`src/rtl/conv_accum.sv`:
```
// conv_accum: N_TAPS-term signed Q8.8 multiply-accumulate with Q8.8 bias and a saturating Q8.8 output.
// Optional macro CONV_ACCUM_RELU_EN clamps negative results to zero.
`default_nettype none

module conv_accum #(
   parameter int N_TAPS = 9,
   parameter int ACC_W  = 40
) (
   input  logic        clk,
   input  logic        rst,
   input  logic        in_valid,
   output logic        in_ready,
   input  logic [15:0] in_a,
   input  logic [15:0] in_b,
   input  logic [15:0] bias,
   output logic        out_valid,
   input  logic        out_ready,
   output logic [15:0] out_data,
   output logic        out_sat
);

   localparam int CNT_W = $clog2(N_TAPS + 1);

   localparam logic [1:0] S_IDLE   = 2'd0;
   localparam logic [1:0] S_ACCUM  = 2'd1;
   localparam logic [1:0] S_OUTPUT = 2'd2;

   localparam logic signed [ACC_W-1:0] SAT_MAX = ACC_W'(32767);
   localparam logic signed [ACC_W-1:0] SAT_MIN = -ACC_W'(32768);

   logic [1:0]              r_state;
   logic [1:0]              w_next_state;
   logic [CNT_W-1:0]        r_count;
   logic [CNT_W-1:0]        w_count_next;
   logic signed [ACC_W-1:0] r_acc;
   logic signed [ACC_W-1:0] w_base;
   logic signed [ACC_W-1:0] w_acc_next;
   logic signed [ACC_W-1:0] w_shifted;
   logic signed [31:0]      w_prod;
   logic                    w_beat;
   logic                    w_last;
   logic [15:0]             w_res;
   logic                    w_sat;

   assign w_beat = in_valid & in_ready;
   assign w_prod = $signed(in_a) * $signed(in_b);

   // The first beat of a vector seeds the accumulator with the bias aligned to Q16.16.
   assign w_base       = (r_state == S_IDLE) ? $signed({{(ACC_W-24){bias[15]}}, bias, 8'h00}) : r_acc;
   assign w_acc_next   = w_base + $signed({{(ACC_W-32){w_prod[31]}}, w_prod});
   assign w_count_next = (r_state == S_IDLE) ? CNT_W'(1) : r_count + CNT_W'(1);
   assign w_last       = (w_count_next == CNT_W'(N_TAPS));
   assign w_shifted    = w_acc_next >>> 8;

   always_comb begin
      w_res = w_shifted[15:0];
      w_sat = 1'b0;
      if (w_shifted > SAT_MAX) begin
         w_res = 16'h7FFF;
         w_sat = 1'b1;
      end else if (w_shifted < SAT_MIN) begin
         w_res = 16'h8000;
         w_sat = 1'b1;
      end
`ifdef CONV_ACCUM_RELU_EN
      if (w_shifted[ACC_W-1]) begin
         w_res = 16'h0000;
      end
`endif
   end

   always_ff @(posedge clk or posedge rst) begin
      if (rst) begin
         r_state <= S_IDLE;
      end else begin
         r_state <= w_next_state;
      end
   end

   always_comb begin
      w_next_state = r_state;
      case (r_state)
         S_IDLE:   if (w_beat) w_next_state = w_last ? S_OUTPUT : S_ACCUM;
         S_ACCUM:  if (w_beat && w_last) w_next_state = S_OUTPUT;
         S_OUTPUT: if (out_ready) w_next_state = S_IDLE;
         default:  w_next_state = S_IDLE;
      endcase
   end

   // in_ready is forced low while reset is asserted, since the state alone reads IDLE then.
   always_comb begin
      in_ready  = (r_state != S_OUTPUT) && !rst;
      out_valid = (r_state == S_OUTPUT);
   end

   always_ff @(posedge clk or posedge rst) begin
      if (rst) begin
         r_acc    <= '0;
         r_count  <= '0;
         out_data <= 16'h0000;
         out_sat  <= 1'b0;
      end else if (w_beat) begin
         r_acc   <= w_acc_next;
         r_count <= w_last ? '0 : w_count_next;
         if (w_last) begin
            out_data <= w_res;
            out_sat  <= w_sat;
         end
      end
   end

endmodule

`default_nettype wire

```
`config.mk`:
```
export PLATFORM = sky130hd
export DESIGN_NAME = conv_accum
export DESIGN_NICKNAME = d
export VERILOG_FILES = /design/src/rtl/conv_accum.sv
export SDC_FILE = /design/constraint.sdc
export NUM_CORES = 1
export LEC_CHECK = 0
export ABC_CLOCK_PERIOD_IN_PS = 6800
export CAP_MARGIN = 20
export CORE_ASPECT_RATIO = 0.8
export CORE_MARGIN = 3
export CORE_UTILIZATION = 52
export DETAILED_ROUTE_END_ITERATION = 7
export GPL_ROUTABILITY_DRIVEN = 0
export PLACE_DENSITY = 0.8
export SLEW_MARGIN = 20
export SYNTH_ARGS = -nofsm -noshare
export SYNTH_HDL_FRONTEND = slang
export SYNTH_SLANG_ARGS = --single-unit
```
`constraint.sdc`:
```
create_clock -name clk -period 6.8 [get_ports clk]
set_input_delay 1.02 -clock clk [delete_from_list [all_inputs] [get_ports clk]]
set_output_delay 1.02 -clock clk [all_outputs]
set_load 0.005 [all_outputs]
```
==> results of run 1 <==
==> worst max-delay path: cells and delay by family <==
family	cells	cell delay (ps)
and+or+nand+nor	8	1560
adders and majority gates	7	3320
AOI/OAI and AO/OA	4	740
buffers and inverters	11	1130
==> synthesized netlist by cell type (all sizes together) (8+ instances only) <==
| library cell | instances |
|---|---|
| nand3 | 8 |
| nand2 | 272 |
| buf | 14 |
| nand2b | 8 |
| nor3 | 11 |
| clkbuf | 50 |
| a211oi | 20 |
| dfrtp | 63 |
| nor2 | 47 |
| o211ai | 8 |
| fa | 330 |
| inv | 427 |
| o21ai | 48 |
| xnor2 | 31 |
| xor2 | 9 |
| nand4 | 10 |
| ha | 116 |
| a21oi | 49 |
| a31oi | 8 |
| a21o | 31 |
| and2 | 133 |
==> routing by layer <==
layer  up-vias  track usage  routed length [um]
li1       5970            -                   -
met1      7099        0.376               18100
met2       903        0.534               24900
met3       265       0.0584                4530
met4         0        0.113                2770
met5         -            0                   0
==> cell type report <==
| cell class | instances | area, um^2 |
|---|---|---|
| Clock inverter | 2 | 60.1 |
| Inverter | 427 | 1610 |
| Tap cell | 406 | 508 |
| Timing Repair Buffer | 399 | 3920 |
| Fill cell | 1830 | 8210 |
| Clock buffer | 14 | 284 |
| Sequential cell | 63 | 1580 |
| Multi-Input combinational cell | 1206 | 13300 |
==> per-stage QoR <==
stage | setup TNS (ps) | utilization
after floorplan | -2270 | -
after global placement | -25380 | 0.640
final | -12060 | 0.722
after detailed placement | -30800 | 0.640
after CTS | -6410 | 0.707
after global routing | -15660 | 0.722
==> timing repair <==
item | in CTS | in global routing
resized for setup | 276 | 101
buffers inserted | 77 | 18
setup endpoints to repair | 33 | 25
pin swaps | 150 | 60
gates cloned | 19 | 0
==> cell families (layout without fill, tap and decap cells) <==
group                    after synthesis  count (layout)  share of synthesized area
AO/OA/AOI/OAI                        200             200                     0.0850
multiplexers                           2               2                    0.00127
AND/OR/NAND/NOR                      518             518                      0.158
flip-flops                            63              63                      0.100
adder cells (fa/ha/maj)              446             446                      0.513
XOR/XNOR                              40              40                     0.0228
buffers and inverters                491             842                      0.120
==> flip-flops by register name, indices dropped and copies added (netlist names) <==
register,flops
out_data,16
out_sat,1
r_acc,40
r_count,4
r_state,2
==> worst min-delay path by stage <==
stage / to / depth (start not counted)
4_1_cts: r_acc[0] / 2
5_1_grt: r_acc[0] / 2
6_report: r_acc[0] / 2
3_3_place_gp: r_acc[7] / 2
3_5_place_dp: r_acc[0] / 2
2_1_floorplan: r_acc[0] / 2
==> metrics.md, run 1 <==
| Metric | Value |
|---|---|
| Worst-margin pin slew | `826 ps` |
| Tcrit/Tclk final | `1.11` |
| Total wire length | `50.3 mm` |
| Period minus WS final | `7560 ps` |
| Die area | `32300 um^2` |
| Setup WS pre-CTS | `-1290 ps` |
| Clk buf depth | `2` |
| FFs w/ async S/R, synth | `1.00` |
| Synth top area share | `0.421` |
| RSZ-0062 raised after global routing | `yes` |
| R2R Path Start | `r_state[0]` |
| Final non-filler cell area | `21300 um^2` |
| Ant. Diodes | `0` |
| Die W | `200 um` |
| Critical path endpoint | `out_data[11]` |
| Clock Pin Slew Worst Setup and Hold Paths | `50 ps` |
| Post-synthesis register bit count | `63` |
| Via count | `14200` |
| Fin cells | `2517` |
| Max Fclk | `132 MHz` |
| Crit Path Category | `primary input to register` |
| DRC violations left | `0` |
| GRT Resource Usage Total | `0.304` |
| # setup viols final | `20` |
| Crit. End Element | `register` |
| Vias in the first global route | `15600` |
| 1st-iter DRT viols | `1367` |
| Hold_ws | `around 470 ps` |
| Max_cap viols | `0` |
| Hold Startpoint | `r_acc[0]` |
| Routed length per instance | `20.0 um` |
| CP Launch Type | `primary input` |
| PortBufs | `70` |
| Clk_lat worst skew | `330 ps` |
| Initial antenna violation count | `0` |
| Pins Over Slew Limit | `0` |
| Starting Density | `0.533` |
| Status | `finished with violations` |
| R2r endpoint | `out_data[11]` |
| Worst Path Required | `7020 ps` |
| Distinct cells, synth | `65` |
| Hold/Removal Path Class | `register to register` |
| Cell Rows | `56` |
| CTS tree | `yes` |
| Core box area | `29500 um^2` |
| Flop-to-flop setup slack | `-90 ps` |
| Die Ht | `between 150 and 200 um` |
| Largest cells by area after synthesis | `fa_1 42%, inv_1 10%, dfrtp_1 10%` |
| FF-to-FF path depth | `25` |
| CP max stage delay | `approximately 560 ps` |
| Antenna viol nets, final | `0` |
| Post-detail-place hpwl | `33.4 mm` |
| Dominant synthesized flop cell | `dfrtp_1` |
| H-tree levels | `3` |
| Final Net Count | `between 2000 and 3000` |
| Final hold vios | `0` |
| DP Area | `18900 um^2` |
| Syn_nets | `2258` |
| Post-Place Cells | `2393` |
| Crit path from | `in_a[15]` |
| Num CTS Buffers | `9` |
| Clk root buf | `clkbuf_16` |
| Post-Syn Area | `15700 um^2` |
| IO Pins | `between 70 and 80` |
| TritonCTS Sinks | `between 60 and 70` |
| Post-synth top area cell | `fa_1` |
| Commonest non-fill, non-tap cell in the layout | `inv_1` |
| Final Skew | `5.46 ps` |
| Crit-path slowest cell | `fa_1` |
| Sequential-to-total area share from yosys stat | `0.100` |
| Worst EP arrival | `7780 ps` |
| Cells after Synth | `about 1800` |
| Commonest non-fill, non-tap cells in the layout | `390 x inv_1, 304 x fa_1, 258 x nand2_1` |
| Worst Path Max Fanout | `8` |
| Hold_buf cts | `0` |
| Yosys warnings | `0` |
| Vias per inst | `5.66` |
| Rel. slew slack | `0.449` |
| Drt first pass iters | `6` |
| P&R area growth vs syn | `35.5%` |
| First-pass GRT wire length | `78.6 mm` |
| GRT overflow | `0` |
| Layout cells sized above 1 | `0.288` |
| Mean Syn Cell Area | `8.93 um^2` |
| Number of synthesized flops with an enable pin | `0` |
| Final worst slack | `-761 ps` |
| Largest net degree at the start of global routing | `a little over 70` |
| Failing checks | `negative setup slack` |
Power of run 1 is left out: the tool's default activity adds up to more than one toggle a clock period on the data nets, which glitch-free logic cannot reach.
==> run 2, diff against run 1 <==
Settings changed: CTS_BUF_LIST set to sky130_fd_sc_hd__clkbuf_4 sky130_fd_sc_hd__clkbuf_8 sky130_fd_sc_hd__clkbuf_16.
==> run 2 against run 1 <==
The flow still finishes with violations (negative setup slack). Core utilization barely moved. Final area barely moved. Non-clock buffer count did not move. Via count barely moved. Wire length barely moved. Final cell count did not move. Clock skew barely moved.
==> metrics.md, run 2 (synthesis results as in run 1) <==
| Metric | Value |
|---|---|
| Crit path from | `in_a[15]` |
| CP Launch Type | `primary input` |
| Cell depth of the worst setup path | `30` |
| Final Net Count | `2604` |
| Initial antenna violation count | `0` |
| Worst Path Max Fanout | `8` |
| Clk_lat worst skew | `between 300 and 400 ps` |
| Multi-input gate area | `13300 um^2` |
| CP Buf/Inv Count | `11` |
| R2R Path Start | `r_state[1]` |
| Cell Rows | `56` |
| GRT Resource Usage Total | `0.304` |
| RSZ-0062 raised after global routing | `yes` |
| Wl on met1 | `18.1 mm` |
| Largest net degree at the start of global routing | `71` |
| Top Metal Used | `met4` |
| Commonest non-fill, non-tap cells in the layout | `390 x inv_1, 304 x fa_1, 258 x nand2_1` |
| Top delay family on crit path | `adder cells` |
| Vias per inst | `approximately 5.7` |
| Num CTS Buffers | `9` |
| FF-to-FF path depth | `22` |
| Post-route setup TNS | `-12010 ps` |
| R2r endpoint | `out_data[11]` |
| Worst-margin pin slew | `825 ps` |
| Antenna viol nets, final | `0` |
| Routed length per instance | `20.0 um` |
| # setup viols final | `20` |
| Flop-to-flop setup slack | `-100 ps` |
| Post-detail-place hpwl | `33.4 mm` |
| Max_cap viols | `0` |
| Status | `finished with violations` |
| Period minus WS final | `around 7600 ps` |
| Sequential cell area | `approximately 1600 um^2` |
| Total wire length | `50.2 mm` |
| Max reg flops | `40` |
| Fin cells | `2517` |
| DRC violations left | `0` |
| Ant. Diodes | `0` |
| Top reg by flops | `r_acc` |
| Via count | `14200` |
| Final worst slack | `-762 ps` |
| Die Ht | `approximately 160 um` |
| PortBufs | `70` |
| Critical path endpoint | `out_data[11]` |
| H-tree levels | `3` |
| Commonest non-fill, non-tap cell in the layout | `inv_1` |
| Drt first pass iters | `8` |
| Worst Path Required | `7020 ps` |
| Setup WS pre-CTS | `-1290 ps` |
| Fill cells | `1831` |
| Core box area | `29500 um^2` |
| 1st-iter DRT viols | `1367` |
| Die W | `200 um` |
| CP max stage delay | `~560 ps` |
| Post-Place Cells | `2393` |
| Total length of routed met2 wires | `24.8 mm` |
| Pins Over Slew Limit | `0` |
| TritonCTS Sinks | `63` |
| IO Pins | `71` |
| GRT overflow | `0` |
| Clk buf depth | `2` |
| Met3 wire length | `between 4 and 5 mm` |
| Final hold vios | `0` |
| Layout cells sized above 1 | `0.288` |
| Largest registers | `r_acc x40, out_data x16, r_count x4` |
| Vias in the first global route | `roughly 16000` |
| Crit. End Element | `register` |
| Die area | `32300 um^2` |
| Hold/Removal Path Class | `register to register` |
| P&R area growth vs syn | `35.6%` |
| Crit-path slowest cell | `fa_1` |
| Max Fclk | `between 100 and 150 MHz` |
| CTS tree | `yes` |
| Crit Path Category | `primary input to register` |
| Clk root buf | `clkbuf_16` |
| Clock Pin Slew Worst Setup and Hold Paths | `around 50 ps` |
| Failing checks | `negative setup slack` |
| Final Skew | `5.68 ps` |
| Starting Density | `0.533` |
| First-pass GRT wire length | `78.6 mm` |
| Rel. slew slack | `0.450` |
| Tcrit/Tclk final | `1.11` |
| Worst EP arrival | `7780 ps` |
-- run 2: changes by cell type in the layout (fill, tap and decap cells not counted) --
cell	delta
clkbuf_1	-1
clkbuf_4	+1
-- run 2: what timing repair did --
| item | CTS | global route |
|---|---|---|
| cloned | 19 | 0 |
| buffers inserted | 77 | 18 |
| gates resized for setup | 276 | 101 |
| hold buffers | 0 | 0 |
| setup endpoints to repair | 33 | 25 |
| pin swaps | 150 | 60 |
-- run 2: stage by stage --
step                      area, um^2  hold slack (ps)   util
after floorplan                16200              437      -
after global placement         18900              452  0.640
after detailed placement       18900              462  0.640
after CTS                      20900              475  0.707
after global routing           21300              508  0.722
final                          21300              469  0.722
-- run 2: how the worst min path moves through the flow --
| stage | endpoint | cells after the start | from |
|---|---|---|---|
| 4_1_cts | r_acc[0] | 2 | r_acc[0] |
| 3_5_place_dp | r_acc[0] | 2 | r_acc[0] |
| 2_1_floorplan | r_acc[0] | 2 | r_acc[0] |
| 6_report | r_acc[0] | 2 | r_acc[0] |
| 5_1_grt | r_acc[0] | 2 | r_acc[0] |
| 3_3_place_gp | r_acc[7] | 2 | r_acc[7] |
-- run 2: worst register-to-register path: stages (launching register included) --
cell,delay (ps)
dfrtp_1,410
nor2_1,300
buf_12,200
and2_1,500
a21o_1,160
ha_1,240
fa_1,540
fa_1,450
fa_1,580
inv_2,40
fa_1,500
inv_2,50
ha_4,280
nand4_1,260
nor3_1,560
a21oi_4,150
xnor2_1,390
nand4_1,170
nor4_2,220
and4_4,310
buf_12,130
a211oi_1,70
a211oi_1,270
-- run 2: layout make-up --
type,instances,share of cell area
clock inverter,2,0.00282
timing repair buffer,399,0.184
multi-input combinational,1206,0.626
clock buffer,14,0.0135
inverter,427,0.0757
tap,406,0.0239
sequential,63,0.0740
-- run 2: routing by layer --
layer	up-vias	GRT usage
li1	5973	-
met1	7099	0.376
met2	884	0.534
met3	270	0.0584
met4	0	0.113
met5	-	0
Power of run 2 is left out for the same reason.
==> run 3, diff against run 2 <==
Settings changed: CORE_MARGIN 3 to not set.
==> run 3 against run 2 <==
The flow still finishes with violations (negative setup slack). Final cell count is 0.20% higher. Worst hold slack better by 3.7 ps. Clock skew is 2.7 ps higher. Final area is 0.64% lower. First-iteration DRC count is 3.4% lower. Via count is 0.22% lower. Non-clock buffer count is 6 higher. Flip-flop and latch count stayed put. Critical path depth is 2 lower.
==> metrics.md, run 3 (synthesis results as in run 1) <==
| Metric | Value |
|---|---|
| Max reg flops | `40` |
| Worst Path Required | `just over 7000 ps` |
| Routed length per instance | `approximately 20 um` |
| Via count | `14200` |
| Layout cells sized above 1 | `0.283` |
| TritonCTS Sinks | `63` |
| Top reg by flops | `r_acc` |
| CP Launch Type | `primary input` |
| Die Ht | `roughly 160 um` |
| Final worst slack | `-1150 ps` |
| Total wire length | `50.7 mm` |
| Final Net Count | `2610` |
| Fill cells | `1879` |
| H-tree levels | `3` |
| Worst EP arrival | `between 8000 and 9000 ps` |
| Initial antenna violation count | `0` |
| Commonest non-fill, non-tap cells in the layout | `399 x inv_1, 305 x fa_1, 266 x buf_4` |
| Clk root buf | `clkbuf_16` |
| Final hold vios | `0` |
| RSZ-0062 raised after global routing | `yes` |
| Pins Over Slew Limit | `0` |
| Worst Path Max Fanout | `7` |
| Ant. Diodes | `0` |
| First-pass GRT wire length | `approximately 76 mm` |
| Commonest non-fill, non-tap cell in the layout | `inv_1` |
| Clk buf depth | `2` |
| Worst-margin pin slew | `~790 ps` |
| Post-detail-place hpwl | `33.2 mm` |
| Largest net degree at the start of global routing | `68` |
| Status | `finished with violations` |
| PortBufs | `70` |
| P&R area growth vs syn | `34.7%` |
| # setup viols final | `22` |
| Drt first pass iters | `8` |
| Post-Place Cells | `2395` |
| GRT overflow | `0` |
| Max_cap viols | `0` |
| Hold_ws | `473 ps` |
| Clk_lat worst skew | `between 300 and 400 ps` |
| Crit. End Element | `register` |
| Max Fclk | `126 MHz` |
| Cell Rows | `56` |
| 1st-iter DRT viols | `1320` |
| GRT Resource Usage Total | `0.321` |
| Clock Pin Slew Worst Setup and Hold Paths | `approximately 50 ps` |
| DRC violations left | `0` |
| Die W | `196 um` |
| Tcrit/Tclk final | `1.17` |
| Vias per inst | `approximately 5.6` |
| Failing checks | `negative setup slack` |
| Largest registers | `r_acc x40, out_data x16, r_count x4` |
| Num CTS Buffers | `9` |
| Starting Density | `0.533` |
| IO Pins | `71` |
| Antenna viol nets, final | `0` |
| Rel. slew slack | `0.472` |
| Hold_buf cts | `0` |
| Hold/Removal Path Class | `register to register` |
| CTS tree | `yes` |
| Final Skew | `8.37 ps` |
| Die area | `roughly 30000 um^2` |
| Period minus WS final | `7950 ps` |
| Core box area | `29500 um^2` |
| Fin cells | `2522` |
| Vias in the first global route | `15100` |
| Crit Path Category | `primary input to register` |
[run 3: changes by cell type in the layout (fill, tap and decap cells not counted), moves of 4 or more]
cell	delta
inv_2	-8
ha_4	-5
buf_16	-5
and2_4	-4
a211oi_2	+5
a21oi_1	-4
ha_1	+6
a21oi_2	+4
and2_1	+4
o21ai_2	-4
inv_1	+9
a211oi_1	-5
buf_6	-13
buf_4	+19
[run 3: worst max-delay path, stage by stage]
cell and delay, ps:
buf_2 150, buf_12 150, and2_4 150, fa_1 620
inv_2 80, fa_2 480, fa_2 550, inv_1 50
fa_1 470, fa_1 520, inv_1 50, fa_1 490
inv_2 50, ha_4 310, nand4_1 290, nor3_2 270
o211ai_1 120, buf_4 170, a21oi_4 280, o32ai_4 160
xnor2_2 350, nand4_1 340, nor4_2 270, and4_1 280
buf_12 140, buf_8 140, a211oi_2 70, a211oi_2 200
[run 3: what timing repair did]
action / CTS / global route
endpoints found under the setup margin: 31 / 29
endpoints found under the hold margin: 0 / 0
pin swaps: 142 / 70
resized for setup: 270 / 70
cloned: 18 / 2
setup buffers: 69 / 24
[run 3: routing by layer]
layer | part of all wire | global-route usage | up-vias
met2 | 0.49 | 0.562 | 903
met5 | 0 | 0 | -
li1 | - | - | 5986
met4 | 0.059 | 0.144 | 0
met1 | 0.35 | 0.386 | 7037
met3 | 0.096 | 0.0630 | 268
[run 3: area by class of cell]
class	instances	area, um^2	area share
flip-flops and latches	63	1580	0.0745
clock inverters	4	70.1	0.00331
clock buffers	11	246	0.0116
repair buffers	405	3890	0.184
well taps	406	508	0.0240
multi-input cells	1206	13300	0.627
inverters	427	1610	0.0760
[run 3: through the flow]
stage / setup WS (ps) / cell area, um^2 / util / setup TNS [ps]
finish: -1150 / 21200 / 0.717 / -18830
global route: -1310 / 21200 / 0.717 / -22550
CTS: -401 / 20700 / 0.702 / -6030
detailed placement: -1300 / 18900 / 0.639 / -30290
global placement: -1080 / 18900 / 0.639 / -23330
floorplan: -207 / 16200 / - / -2270
[run 3: final timing paths]
check / start / slack [ps] / cells past startpoint / end
max in group asynchronous: rst / 4860 / 3 / r_acc[33]
min in group asynchronous: rst / 990 / 2 / r_acc[7]
min: r_acc[7] / 470 / 2 / r_acc[7]
min reg2reg: r_acc[7] / 470 / 2 / r_acc[7]
max reg2reg: r_state[0] / -600 / 26 / out_data[2]
max: in_a[12] / -1150 / 28 / out_data[2]
Power of run 3 is left out for the same reason.
